## src/rtl/core2axi_lite_ot.sv

```systemverilog
// ---------------------------------------------------------------------------
// core2axi_lite_ot
//
// Core data port (req/gnt/rvalid) to AXI4-Lite master bridge with up to
// MAX_OUTSTANDING single-beat transactions in flight.
//
// How it works:
// - Each granted request issues one AW+W or one AR beat.
// - A small FIFO records the issue order (write/read bit).
// - Only the response channel matching the FIFO head is made ready, so
//   responses always return to the core in issue order, even when the
//   interconnect offers them out of order.
// - With STRICT_ORDER set, reads and writes are never in flight together.
//
// Ports
//   clk_i, rst_i        clock, asynchronous active-high reset
//   data_req_i          core request
//   data_gnt_o          grant (combinational)
//   data_rvalid_o       one-cycle response pulse
//   data_err_o          error flag, meaningful only with data_rvalid_o
//   data_addr_i         request address
//   data_we_i           1 = write
//   data_be_i           byte enables
//   data_wdata_i        write data
//   data_rdata_o        read data (held between pulses, 0 after a write)
//   aw_* / w_* / b_*    AXI4-Lite write address, data and response channels
//   ar_* / r_*          AXI4-Lite read address and data channels
// ---------------------------------------------------------------------------
module core2axi_lite_ot #(
    parameter int ADDR_WIDTH      = 32,
    parameter int DATA_WIDTH      = 32,
    parameter int MAX_OUTSTANDING = 4,
    parameter int STRICT_ORDER    = 1
) (
    input  logic                      clk_i,
    input  logic                      rst_i,
    input  logic                      data_req_i,
    output logic                      data_gnt_o,
    output logic                      data_rvalid_o,
    output logic                      data_err_o,
    input  logic [ADDR_WIDTH-1:0]     data_addr_i,
    input  logic                      data_we_i,
    input  logic [DATA_WIDTH/8-1:0]   data_be_i,
    input  logic [DATA_WIDTH-1:0]     data_wdata_i,
    output logic [DATA_WIDTH-1:0]     data_rdata_o,
    output logic [ADDR_WIDTH-1:0]     aw_addr_o,
    output logic [2:0]                aw_prot_o,
    output logic                      aw_valid_o,
    input  logic                      aw_ready_i,
    output logic [DATA_WIDTH-1:0]     w_data_o,
    output logic [DATA_WIDTH/8-1:0]   w_strb_o,
    output logic                      w_valid_o,
    input  logic                      w_ready_i,
    input  logic [1:0]                b_resp_i,
    input  logic                      b_valid_i,
    output logic                      b_ready_o,
    output logic [ADDR_WIDTH-1:0]     ar_addr_o,
    output logic [2:0]                ar_prot_o,
    output logic                      ar_valid_o,
    input  logic                      ar_ready_i,
    input  logic [DATA_WIDTH-1:0]     r_data_i,
    input  logic [1:0]                r_resp_i,
    input  logic                      r_valid_i,
    output logic                      r_ready_o
);

    localparam int BE_W  = DATA_WIDTH / 8;
    localparam int PTR_W = (MAX_OUTSTANDING > 1) ? $clog2(MAX_OUTSTANDING) : 1;
    localparam int CNT_W = $clog2(MAX_OUTSTANDING + 1);

    localparam logic [PTR_W-1:0] PTR_ZERO = {PTR_W{1'b0}};
    localparam logic [PTR_W-1:0] PTR_ONE  = {{(PTR_W-1){1'b0}}, 1'b1};
    localparam logic [PTR_W-1:0] PTR_LAST = PTR_W'(MAX_OUTSTANDING - 1);
    localparam logic [CNT_W-1:0] CNT_ZERO = {CNT_W{1'b0}};
    localparam logic [CNT_W-1:0] CNT_ONE  = {{(CNT_W-1){1'b0}}, 1'b1};
    localparam logic [CNT_W-1:0] CNT_MAX  = CNT_W'(MAX_OUTSTANDING);
    localparam logic             STRICT   = (STRICT_ORDER != 0) ? 1'b1 : 1'b0;

    // Wrap-around increment; MAX_OUTSTANDING need not fill the pointer range
    function automatic logic [PTR_W-1:0] ptr_next(input logic [PTR_W-1:0] p);
        if (p == PTR_LAST) begin
            return PTR_ZERO;
        end else begin
            return p + PTR_ONE;
        end
    endfunction

    // Request-side registers
    logic                       r_aw_valid;
    logic                       r_w_valid;
    logic                       r_ar_valid;
    logic [ADDR_WIDTH-1:0]      r_aw_addr;
    logic [ADDR_WIDTH-1:0]      r_ar_addr;
    logic [DATA_WIDTH-1:0]      r_w_data;
    logic [BE_W-1:0]            r_w_strb;
    logic                       r_last_we;

    // Issue-order FIFO (1 = write) and in-flight count
    logic [MAX_OUTSTANDING-1:0] r_order_fifo;
    logic [PTR_W-1:0]           r_wr_ptr;
    logic [PTR_W-1:0]           r_rd_ptr;
    logic [CNT_W-1:0]           r_count;

    // Core response registers
    logic                       r_rvalid;
    logic                       r_err;
    logic [DATA_WIDTH-1:0]      r_rdata;

    logic w_head_we;
    logic w_nempty;
    logic w_busy;
    logic w_full;
    logic w_type_block;
    logic w_stall;
    logic w_grant;
    logic w_r_ready;
    logic w_b_ready;
    logic w_r_hs;
    logic w_b_hs;
    logic w_pop;
    logic w_unused_resp;

    assign w_head_we    = r_order_fifo[r_rd_ptr];
    assign w_nempty     = (r_count != CNT_ZERO);
    assign w_busy       = r_aw_valid | r_w_valid | r_ar_valid;
    // Registered count only: a response popping this cycle does not free a slot yet
    assign w_full       = (r_count == CNT_MAX);
    // In strict mode a type switch waits until everything in flight has returned
    assign w_type_block = STRICT & w_nempty & (data_we_i != r_last_we);
    // Nothing is granted while reset is held, so no request is silently dropped
    assign w_stall      = rst_i | w_busy | w_full | w_type_block;
    assign w_grant      = data_req_i & ~w_stall;

    // Only the channel matching the oldest outstanding transaction may complete
    assign w_r_ready    = w_nempty & ~w_head_we;
    assign w_b_ready    = w_nempty & w_head_we;
    assign w_r_hs       = r_valid_i & w_r_ready;
    assign w_b_hs       = b_valid_i & w_b_ready;
    assign w_pop        = w_r_hs | w_b_hs;

    // Only resp[1] (SLVERR/DECERR) matters; EXOKAY vs OKAY is irrelevant here
    assign w_unused_resp = b_resp_i[0] ^ r_resp_i[0];

    // Channel valids and payload: loaded on grant, each valid cleared by its own handshake
    always_ff @(posedge clk_i or posedge rst_i) begin
        if (rst_i) begin
            r_aw_valid <= 1'b0;
            r_w_valid  <= 1'b0;
            r_ar_valid <= 1'b0;
            r_aw_addr  <= {ADDR_WIDTH{1'b0}};
            r_ar_addr  <= {ADDR_WIDTH{1'b0}};
            r_w_data   <= {DATA_WIDTH{1'b0}};
            r_w_strb   <= {BE_W{1'b0}};
            r_last_we  <= 1'b0;
        end else if (w_grant) begin
            // A grant implies all three valids are already low
            r_last_we <= data_we_i;
            if (data_we_i) begin
                r_aw_valid <= 1'b1;
                r_w_valid  <= 1'b1;
                r_aw_addr  <= data_addr_i;
                r_w_data   <= data_wdata_i;
                r_w_strb   <= data_be_i;
            end else begin
                r_ar_valid <= 1'b1;
                r_ar_addr  <= data_addr_i;
            end
        end else begin
            if (r_aw_valid && aw_ready_i) begin
                r_aw_valid <= 1'b0;
            end
            if (r_w_valid && w_ready_i) begin
                r_w_valid <= 1'b0;
            end
            if (r_ar_valid && ar_ready_i) begin
                r_ar_valid <= 1'b0;
            end
        end
    end

    // Issue-order FIFO: push type on grant, pop on the accepted response
    always_ff @(posedge clk_i or posedge rst_i) begin
        if (rst_i) begin
            r_order_fifo <= {MAX_OUTSTANDING{1'b0}};
            r_wr_ptr     <= PTR_ZERO;
            r_rd_ptr     <= PTR_ZERO;
        end else begin
            if (w_grant) begin
                r_order_fifo[r_wr_ptr] <= data_we_i;
                r_wr_ptr               <= ptr_next(r_wr_ptr);
            end
            if (w_pop) begin
                r_rd_ptr <= ptr_next(r_rd_ptr);
            end
        end
    end

    // Outstanding count: net of this cycle's grant and pop
    always_ff @(posedge clk_i or posedge rst_i) begin
        if (rst_i) begin
            r_count <= CNT_ZERO;
        end else begin
            case ({w_grant, w_pop})
                2'b10:   r_count <= r_count + CNT_ONE;
                2'b01:   r_count <= r_count - CNT_ONE;
                default: r_count <= r_count;
            endcase
        end
    end

    // Core response: one-cycle pulse after the popping handshake; rdata holds otherwise
    always_ff @(posedge clk_i or posedge rst_i) begin
        if (rst_i) begin
            r_rvalid <= 1'b0;
            r_err    <= 1'b0;
            r_rdata  <= {DATA_WIDTH{1'b0}};
        end else begin
            r_rvalid <= w_pop;
            if (w_r_hs) begin
                r_rdata <= r_data_i;
                r_err   <= r_resp_i[1];
            end else if (w_b_hs) begin
                r_rdata <= {DATA_WIDTH{1'b0}};
                r_err   <= b_resp_i[1];
            end else begin
                r_err   <= 1'b0;
            end
        end
    end

    assign data_gnt_o    = w_grant;
    assign data_rvalid_o = r_rvalid;
    assign data_err_o    = r_err;
    assign data_rdata_o  = r_rdata;

    assign aw_addr_o     = r_aw_addr;
    assign aw_prot_o     = 3'b000;
    assign aw_valid_o    = r_aw_valid;
    assign w_data_o      = r_w_data;
    assign w_strb_o      = r_w_strb;
    assign w_valid_o     = r_w_valid;
    assign b_ready_o     = w_b_ready;

    assign ar_addr_o     = r_ar_addr;
    assign ar_prot_o     = 3'b000;
    assign ar_valid_o    = r_ar_valid;
    assign r_ready_o     = w_r_ready;

endmodule

```

## config.mk

```make
export PLATFORM = sky130hd
export DESIGN_NAME = core2axi_lite_ot
export DESIGN_NICKNAME = d
export VERILOG_FILES = /design/src/rtl/core2axi_lite_ot.sv
export SDC_FILE = /design/constraint.sdc
export NUM_CORES = 1
export LEC_CHECK = 0
export ABC_AREA = 0
export BUFFER_PORTS_ARGS = -buffer_cell sky130_fd_sc_hd__buf_2
export CAP_MARGIN = 0
export CORE_UTILIZATION = 52
export CTS_BUF_LIST = sky130_fd_sc_hd__clkbuf_4 sky130_fd_sc_hd__clkbuf_8 sky130_fd_sc_hd__clkbuf_16
export DETAILED_ROUTE_END_ITERATION = 6
export PLACE_DENSITY_LB_ADDON = 0.25
export SYNTH_ARGS = -nofsm -noshare
export SYNTH_HDL_FRONTEND = slang
export SYNTH_SLANG_ARGS = --single-unit
```

## constraint.sdc

```tcl
create_clock -name clk_i -period 17.2 [get_ports clk_i]
set_input_delay 2.58 -clock clk_i [delete_from_list [all_inputs] [get_ports clk_i]]
set_output_delay 2.58 -clock clk_i [all_outputs]
set_load 0.02 [all_outputs]
```

### Word-level counts from Yosys, hierarchy flattened

Index checks and enable logic that the tools add are counted.

| storage, ports and cells | value |
|---|---|
| latch bits | 0 |
| memories kept | 0 |
| output and inout port bits | 146 |
| bits in registers | 149 |
| ROM bits | 0 |
| memory bits (writable) | 0 |
| word-level logic and storage cells | 80 |
| input port bits | 113 |

| operators by class | value |
|---|---|
| order comparisons | 3 |
| $add $sub $neg | 4 |
| equality and inequality tests | 8 |
| bitwise gates (word level) | 15 |
| muxes and demuxes | 20 |
| multiply operators | 0 |
| divide/modulo/power cells | 0 |
| shift operators | 0 |
| reductions and logical operators | 15 |

Operators by type and width:

| operator | number |
|---|---|
| $mux W32 | 2 |
| $mux W1 | 12 |
| $reduce_and A2 Y1 | 5 |
| $reduce_bool A2 Y1 | 5 |
| $and A1 B1 Y1 | 6 |
| $eq A2 B2 Y1 const B | 3 |
| $lt A2 B3 Y1 const B | 2 |
| $or A1 B1 Y1 | 6 |
| $pmux W3 S2 | 1 |
| $add A2 B1 Y2 const B | 2 |
| $bwmux W4 | 1 |
| $logic_and A1 B1 Y1 | 4 |
| $mux W2 | 2 |
| $ne A2 B2 Y1 const B | 2 |
| $add A3 B1 Y3 const B | 1 |
| $eq A3 B3 Y1 const B | 1 |
| $not A1 Y1 | 3 |
| $reduce_bool A3 Y1 | 1 |
| $sub A3 B1 Y3 const B | 1 |
| $bmux W1 S2 | 1 |
| $demux W1 S2 | 1 |
| $eq A2 B1 Y1 const B | 1 |
| $ge A2 B1 Y1 const B | 1 |
| $ne A1 B1 Y1 | 1 |

### Depth between registers and ports, before layout

Gate-level depths: netlist of run 1.

| logic depth | value |
|---|---|
| depth in word-level cells | 9 |
| gate-level depth with buffers | 9 |
| depth with buffers taken out | 8 |

### Least setup slack after synthesis of run 1

Ideal clock, no wire load.

| timing path | value |
|---|---|
| kind | input to output |
| start point | input rst_i |
| end point | output data_gnt_o |
| data arrival time | 6.828 ns |
| path slack | 7.792 ns |
| cell stages on the path | 5 |
| path buffers | 1 |
| data required time | 14.620 ns |
| path through | inv_1 > and3_1 > buf_1 > nand2_1 > inv_1 |

| between the ends | value |
|---|---|
| word-level cells in the longest chain between the ends | 5 |

RTL lines:

| what | RTL line | RTL |
|---|---|---|
| from (decl) | 36 | `input logic rst_i,` |
| $or A1 B1 Y1 (3 in series) | 131 | `assign w_stall = rst_i \| w_busy \| w_full \| w_type_block;` |
| $not A1 Y1 | 132 | `assign w_grant = data_req_i & ~w_stall;` |
| $and A1 B1 Y1 | 132 |  |
| to (decl) | 38 | `output logic data_gnt_o,` |

Every way passes these cells.

### Worst setup path in the final report of run 1

Same ends and word-level chain as after synthesis.

==> results.tsv, run 1 <==
stage	metric	value	unit
detailed_routing	first_pass_iters	4	
clock_network	ctsHtreeMaxLevel	4	
clock_network	cts_buffers	17	
logic_synthesis	syn_avg_cell_area	14.8	um2
worst_setup_path	end_kind	output port	
global_route	grt_pass1_vias	4402	
logic_synthesis	yosys-top-cells-count	dfrtp_1, mux2_4, mux2_2	
timing	grt_setup_unrepaired	false	
clock_network	clkTransAtPathRegs	0.06	ns
global_route	antenna_found_initial	0	
logic_synthesis	yosys_warnings	0	
cells_and_area	layout.nets	802	
timing	clock.fmax	0.150	GHz
floorplanning	core	12100	um2
worst_setup_path	crit_path_start_kind	primary input	
clock_network	hold_buffers	0	
cells_and_area	layout-drive-gt1-share	57.7	%
detailed_routing	vias_per_cell	5.11	
placed_design	io_buffers	250	
global_route	grt_max_degree	86	
run_status	status	finished, final reports clean	
logic_synthesis	ys.flop_type	dfrtp_1	
logic_synthesis	synth_area	6480	um2
logic_synthesis	synth_cell_types	34	
clock_network	cts_tree	yes	
floorplanning	dieArea	12900	um2
worst_setup_path	rr_endpoint	r_count[1]$_DFFE_PP0P_	
pwr	cellPowerDensity	221	nW/um2
worst_setup_path	worst-r2r-cell-count	6	
worst_setup_path	path_max_fanout	66	
detailed_routing	top_layer_used	met4	
worst_setup_path	cp_num_buf_inv	4	
timing	fin_crit_sh	38.8	%
cells_and_area	area_growth	30.7	%
logic_synthesis	ys_seq_area_share	57.6	%
detailed_routing	ant_nets	0	
timing	max_slew.worst_pin.slew	1.08	ns
worst_setup_path	crit_family	buffers and inverters	
clock_network	clk_latency	0.41	ns
logic_synthesis	synth-edff-count	0	
cells_and_area	final_cells	861	
pwr	p_leak	4.40	nW
cells_and_area	nFillCells	843	
worst_setup_path	cp_data_arrival_time	4.09	ns
worst_setup_path	r2r_slack	14.28	ns
clock_network	cts_root_buffer	clkbuf_16	
placed_design	dp.cells	831	
placed_design	dp_hpwl	10100	um
logic_synthesis	yosys.area.top_type_share	57.6	%
clock_network	clock-sinks	149	
floorplanning	rows	40	
floorplanning	initial_core_util	53.7	%
clock_network	cts_resized	0	
logic_synthesis	postSynthCellCount	439	
run	drv_cap	0	
floorplanning	die_w	114	um
worst_setup_path	crit_end	data_gnt_o	
floorplanning	fp.dieH	114	um
pwr	irDropWorstVdd	0.000125	V
detailed_routing	drc	0	
timing	setup_tns	0	ns
timing	hold_violations	0	
logic_synthesis	yosys.area.top_type	dfrtp_1	
logic_synthesis	synth_most_common_cell	dfrtp_1	
clock_network	cts_setup_buffers	0	
clock_network	clock_path_buffers	2	
detailed_routing	post_drt_wl_per_cell	16.9	um
global_route	track_usage	22.8	%
detailed_routing	wl_met1	6040	um
detailed_routing	vias	4397	
logic_synthesis	synthTopCellsByArea	dfrtp_1, mux2_4, mux2_2	
worst_setup_path	required	14.62	ns
cells_and_area	diodes	0	
logic_synthesis	async_reset_ff_share	100	%
logic_synthesis	ys_ff_latch	149	
global_route	grt-ovfl-total	0	
timing	fin_skew	0.00752	ns
worst_setup_path	cpMostUsedCell	buf_2	
placed_design	gp_congestion	0.746	
global_route	grt_pass1_wl	22600	um
worst_setup_path	crit_start	rst_i	
cells_and_area	fin_util	70.2	%
timing	relSlewSlack	28.0	%
worst_setup_path	worst-setup-path-type	in -> out	
floorplanning	ios	259	
detailed_routing	dr.first_iter.drc_count	269	
hold_path	hold_path_class	reg -> reg	
worst_setup_path	cpPeakStageDelay	0.48	ns
worst_setup_path	rr_startpoint	r_rd_ptr[0]$_DFFE_PP0N_	
worst_setup_path	crit_chain	buf_2 > inv_6 > and3_1 > nand2_1 > inv_1 > buf_2	
timing	period_minus_slack	6.67	ns
worst_setup_path	cp.depth	6	
worst_setup_path	worst_path_max_delay_cell	and3_1	
timing	slew_viol_final	0	
detailed_routing	wl	14600	um
detailed_routing	routed-wl-met3	1070	um
timing	report.final.setup_viol	0	
detailed_routing	route.met2.wl	7340	um
[metrics by stage]
stage	power, mW	hold slack, ns	setup WS, ns	cell area, um2
after floorplan	1.19	0.456	7.79	6500
after global placement	1.42	0.472	10.47	7780
after detailed placement	1.46	0.475	10.45	7780
after CTS	1.89	0.483	10.44	8460
after global routing	1.97	0.499	10.31	8460
final	1.87	0.484	10.53	8460
[area by class of cell]
cell class	instances	area, um2	share of cell area, %
flip-flops and latches	149	3730	44.1
repair buffers	255	1290	15.2
inverters	8	35.0	0.414
clock buffers	22	488	5.76
clock inverters	8	194	2.29
multi-input cells	251	2520	29.8
well taps	168	210	2.48
[registers in the layout (all words and copies together) (netlist names)]
signal,count
ar_addr_o,32
aw_addr_o,32
data_rdata_o,32
w_data_o,32
r_order_fifo,4
w_strb_o,4
r_count,3
r_rd_ptr,2
r_wr_ptr,2
ar_valid_o,1
aw_valid_o,1
data_err_o,1
data_rvalid_o,1
r_last_we,1
w_valid_o,1
[per-layer routing]
layer / global-route usage [%] / vias to the layer above
li1: - / 2046
met1: 28.6 / 2175
met2: 37.7 / 168
met3: 7.92 / 8
met4: 5.96 / 0
met5: 0 / -
[worst min path at each step]
stage	from	endpoint	slack, ns	depth (start not counted)
floorplan	r_count[2]$_DFFE_PP0P_	r_count[2]$_DFFE_PP0P_	0.46	1
global placement	r_count[2]$_DFFE_PP0P_	r_count[2]$_DFFE_PP0P_	0.47	1
detailed placement	r_count[2]$_DFFE_PP0P_	r_count[2]$_DFFE_PP0P_	0.48	1
CTS	r_count[2]$_DFFE_PP0P_	r_count[2]$_DFFE_PP0P_	0.48	1
global route	r_count[2]$_DFFE_PP0P_	r_count[2]$_DFFE_PP0P_	0.50	1
finish	r_count[2]$_DFFE_PP0P_	r_count[2]$_DFFE_PP0P_	0.48	1
[placed cells by master, fill, tap and decap left out, types with 5 or more instances in the layout]
| cell type | count |
|---|---|
| a31oi_1 | 32 |
| buf_2 | 250 |
| buf_4 | 5 |
| bufinv_16 | 6 |
| clkbuf_16 | 17 |
| conb_1 | 6 |
| dfrtp_1 | 149 |
| ha_1 | 6 |
| inv_1 | 7 |
| mux2_2 | 41 |
| mux2_4 | 67 |
| nand3_1 | 6 |
| nor2_1 | 7 |
| nor2b_1 | 32 |
| o2bb2ai_1 | 32 |
[where the power goes]
group	switching, mW	internal, mW	total [mW]
logic	0.461	0.358	0.819
registers	0.104	0.526	0.629
clock network	0.137	0.288	0.425
[kinds of logic after synthesis]
| kind of cell | count (synthesis) | share of synthesized area, % |
|---|---|---|
| buffers and inverters | 44 | 3.88 |
| other | 1 | 0.0579 |
| and+or+nand+nor | 52 | 4.95 |
| adders and majority gates | 7 | 1.47 |
| xor gates and xnor gates | 4 | 0.541 |
| muxes | 111 | 23.3 |
| DFF | 149 | 57.6 |
| AOI/OAI and AO/OA | 71 | 8.21 |
[worst reg2reg max path, stage by stage, from the launching register on]
cell and delay (ns):
dfrtp_1 0.40, mux4_2 0.85, mux2i_1 0.21, nor2_1 0.34
ha_1 0.28, fa_1 0.43, mux2_2 0.28
No activity file was read; power rests on OpenSTA's default activity.
==> run 2, diff against run 1 <==
- ABC_AREA: 0 -> 1
- CORE_UTILIZATION: 52 -> 48
- clock period: 17.2 -> 6.6 ns (I/O delays scaled with it)
==> results.tsv, run 2 <==
stage	metric	value	unit
run_status	status	finished, final reports clean	
timing	report.final.setup_viol	0	
logic_synthesis	yosys_warnings	0	
clock_network	clock-sinks	149	
logic_synthesis	synth_most_common_cell	nand2_1	
clock_network	clkTransAtPathRegs	0.06	ns
hold_path	hold_path_class	reg -> reg	
floorplanning	initial_core_util	49.6	%
logic_synthesis	synthTopCellsByArea	dfrtp_1, nand2_1, o21ai_2	
logic_synthesis	syn_avg_cell_area	9.88	um2
detailed_routing	first_pass_iters	5	
global_route	grt-ovfl-total	0	
logic_synthesis	yosys-top-cells-count	nand2_1, dfrtp_1, inv_1	
global_route	grt_pass1_vias	4680	
timing	setup_tns	0	ns
floorplanning	fp.dieH	117	um
pwr	p_sw_share	39.8	%
timing	fin_skew	0.00642	ns
worst_setup_path	cp_num_buf_inv	4	
worst_setup_path	cp.depth	7	
logic_synthesis	synth_cell_types	23	
detailed_routing	post_drt_wl_per_cell	13.1	um
cells_and_area	final_cell_mix	buf_2, nand2_1, dfrtp_1	
detailed_routing	ant_nets	0	
worst_setup_path	worst-r2r-cell-count	10	
cells_and_area	fin_util	64.5	%
cells_and_area	multi_input_area	1980	um2
pwr	seq_power_share	34.4	%
timing	max_slew.worst_pin.slew	0.879	ns
logic_synthesis	postSynthCellCount	642	
global_route	track_usage	21.0	%
cells_and_area	nFillCells	1125	
pwr	cellPowerDensity	546	nW/um2
detailed_routing	drc	0	
pwr	pwr-share-comb	41.0	%
worst_setup_path	cpPeakStageDelay	0.52	ns
worst_setup_path	cp_data_arrival_time	2.80	ns
global_route	grt_max_degree	89	
hold_path	min_from	ar_addr_o[29]$_DFFE_PP0P_	
pwr	switchingPower	1.79	mW
worst_setup_path	crit_family	buffers and inverters	
logic_synthesis	yosys.area.top_type_share	58.8	%
clock_network	cts_resized	0	
run	drv_cap	0	
timing	clock.fmax	0.264	GHz
timing	fin_crit_sh	57.4	%
logic_synthesis	ys.flop_type	dfrtp_1	
clock_network	clock_path_buffers	2	
hold_path	min_to	ar_addr_o[29]$_DFFE_PP0P_	
logic_synthesis	yosys.area.top_type	dfrtp_1	
floorplanning	dieArea	13700	um2
global_route	grt_pass1_wl	21900	um
global_route	antenna_found_initial	0	
worst_setup_path	r2r_slack	3.85	ns
cells_and_area	diodes	0	
floorplanning	ios	259	
hold_path	hold_depth	2	
timing	relSlewSlack	41.4	%
clock_network	cts_buffers	17	
floorplanning	core	12800	um2
worst_setup_path	worst_path_max_delay_cell	inv_6	
clock_network	cts_root_buffer	clkbuf_16	
clock_network	cts_setup_buffers	0	
cells_and_area	ff_latch_area	3730	um2
timing	period_minus_slack	3.79	ns
pwr	irDropWorstVdd	0.000268	V
worst_setup_path	worst-setup-path-type	in -> out	
placed_design	dp_slack	2.59	ns
logic_synthesis	synth-edff-count	0	
detailed_routing	dr.first_iter.drc_count	343	
logic_synthesis	async_reset_ff_share	100	%
worst_setup_path	rr_startpoint	r_rd_ptr[0]$_DFFE_PP0N_	
cells_and_area	layout.nets	1000	
placed_design	io_buffers	250	
logic_synthesis	ys_seq_area_share	58.8	%
logic_synthesis	ys_ff_latch	149	
clock_network	ctsHtreeMaxLevel	4	
clock_network	cts_tree	yes	
timing	fin_ws	2.81	ns
pwr	clkPwrFrac	24.6	%
worst_setup_path	end_kind	output port	
timing	hold_violations	0	
worst_setup_path	cpMostUsedCell	buf_2	
timing	slew_viol_final	0	
worst_setup_path	rr_endpoint	r_count[1]$_DFFE_PP0P_	
cells_and_area	layout_commonest_cell	buf_2	
floorplanning	rows	41	
timing	grt_setup_unrepaired	false	
clock_network	clk_latency	0.41	ns
worst_setup_path	path_max_fanout	88	
placed_design	gp_congestion	0.730	
cells_and_area	layout-drive-gt1-share	40.1	%
placed_design	dp_hpwl	9480	um
cells_and_area	area_growth	29.9	%
detailed_routing	wl	13900	um
clock_network	hold_buffers	0	
logic_synthesis	synth_area	6340	um2
floorplanning	die_w	117	um
worst_setup_path	crit_chain	buf_2 > inv_6 > nand3_1 > nor2_1 > nand2_1 > inv_2 > buf_2	
detailed_routing	vias_per_cell	4.74	
pwr	power	4.50	mW
worst_setup_path	required	5.61	ns
worst_setup_path	crit_path_start_kind	primary input	
detailed_routing	vias	5044	
pwr	p_int	2.71	mW
pwr	p_leak	4.72	nW
==> run 2: cell count changes after synthesis, moves of 4 or more <==
cell	previous run	this run
a31oi_1	32	0
o21ai_1	1	18
inv_1	8	86
nor2b_1	32	0
clkbuf_1	11	7
o2bb2ai_1	32	0
buf_6	7	18
nand2_1	1	155
o21ai_2	0	64
nand3_1	6	78
o21ai_0	3	29
mux2_4	67	0
buf_4	6	10
mux2_2	41	0
==> run 2: layer usage <==
metal / share of wire [%] / GRT usage [%] / up-vias
met5: 0 / 0 / -
met4: 3.4 / 11.8 / 0
met3: 6.2 / 5.97 / 36
met2: 49 / 34.0 / 170
met1: 42 / 25.4 / 2339
li1: - / - / 2499
==> run 2: worst max path at each step <==
| stage | endpoint | startpoint |
|---|---|---|
| final | data_gnt_o | rst_i |
| after global routing | data_gnt_o | rst_i |
| after CTS | data_gnt_o | rst_i |
| after detailed placement | w_data_o[10]$_DFFE_PP0P_ | rst_i |
| after global placement | w_data_o[4]$_DFFE_PP0P_ | rst_i |
| after floorplan | data_gnt_o | rst_i |
==> run 2: final cells by class <==
cell class                      instances  area share [%]
Tap cell                              172            2.61
Clock inverter                          9            2.37
Inverter                               87            4.03
Clock buffer                           23            6.02
Timing Repair Buffer                  255            15.6
Sequential cell                       149            45.3
Multi-Input combinational cell        370            24.1
==> run 2: power by group through the flow <==
| stage | clock network (mW) | logic, mW | registers [mW] |
|---|---|---|---|
| after global placement | 0 | 1.83 | 1.54 |
| final | 1.11 | 1.84 | 1.55 |
| after global routing | 1.17 | 2.04 | 1.60 |
| after floorplan | 0 | 0.811 | 2.02 |
| after CTS | 1.13 | 1.87 | 1.55 |
| after detailed placement | 0 | 1.87 | 1.55 |
==> run 2: per-stage QoR <==
stage	hold WS, ns	instances	instance area, um2
2_1_floorplan	0.468	647	6360
3_3_place_gp	0.460	1033	7550
3_5_place_dp	0.462	1033	7550
4_1_cts	0.477	1065	8240
5_1_grt	0.488	1065	8240
6_report	0.472	1065	8240
==> run 2: cell families after synthesis <==
logic type      count (synthesis)  synth area share [%]
compound gates                114                  12.8
xor+xnor                        2                 0.276
fa+ha+maj                       7                  1.50
buf+inv                       128                  10.4
flops                         149                  58.8
other cells                     1                0.0591
simple gates                  241                  16.1
==> run 2: tightest hold or removal path, delay by kind of cell (launching register included) <==
kind | cells | cell delay (ns)
AO/OA/AOI/OAI | 1 | 0.05
flip-flops | 1 | 0.33
AND/OR/NAND/NOR | 1 | 0.06
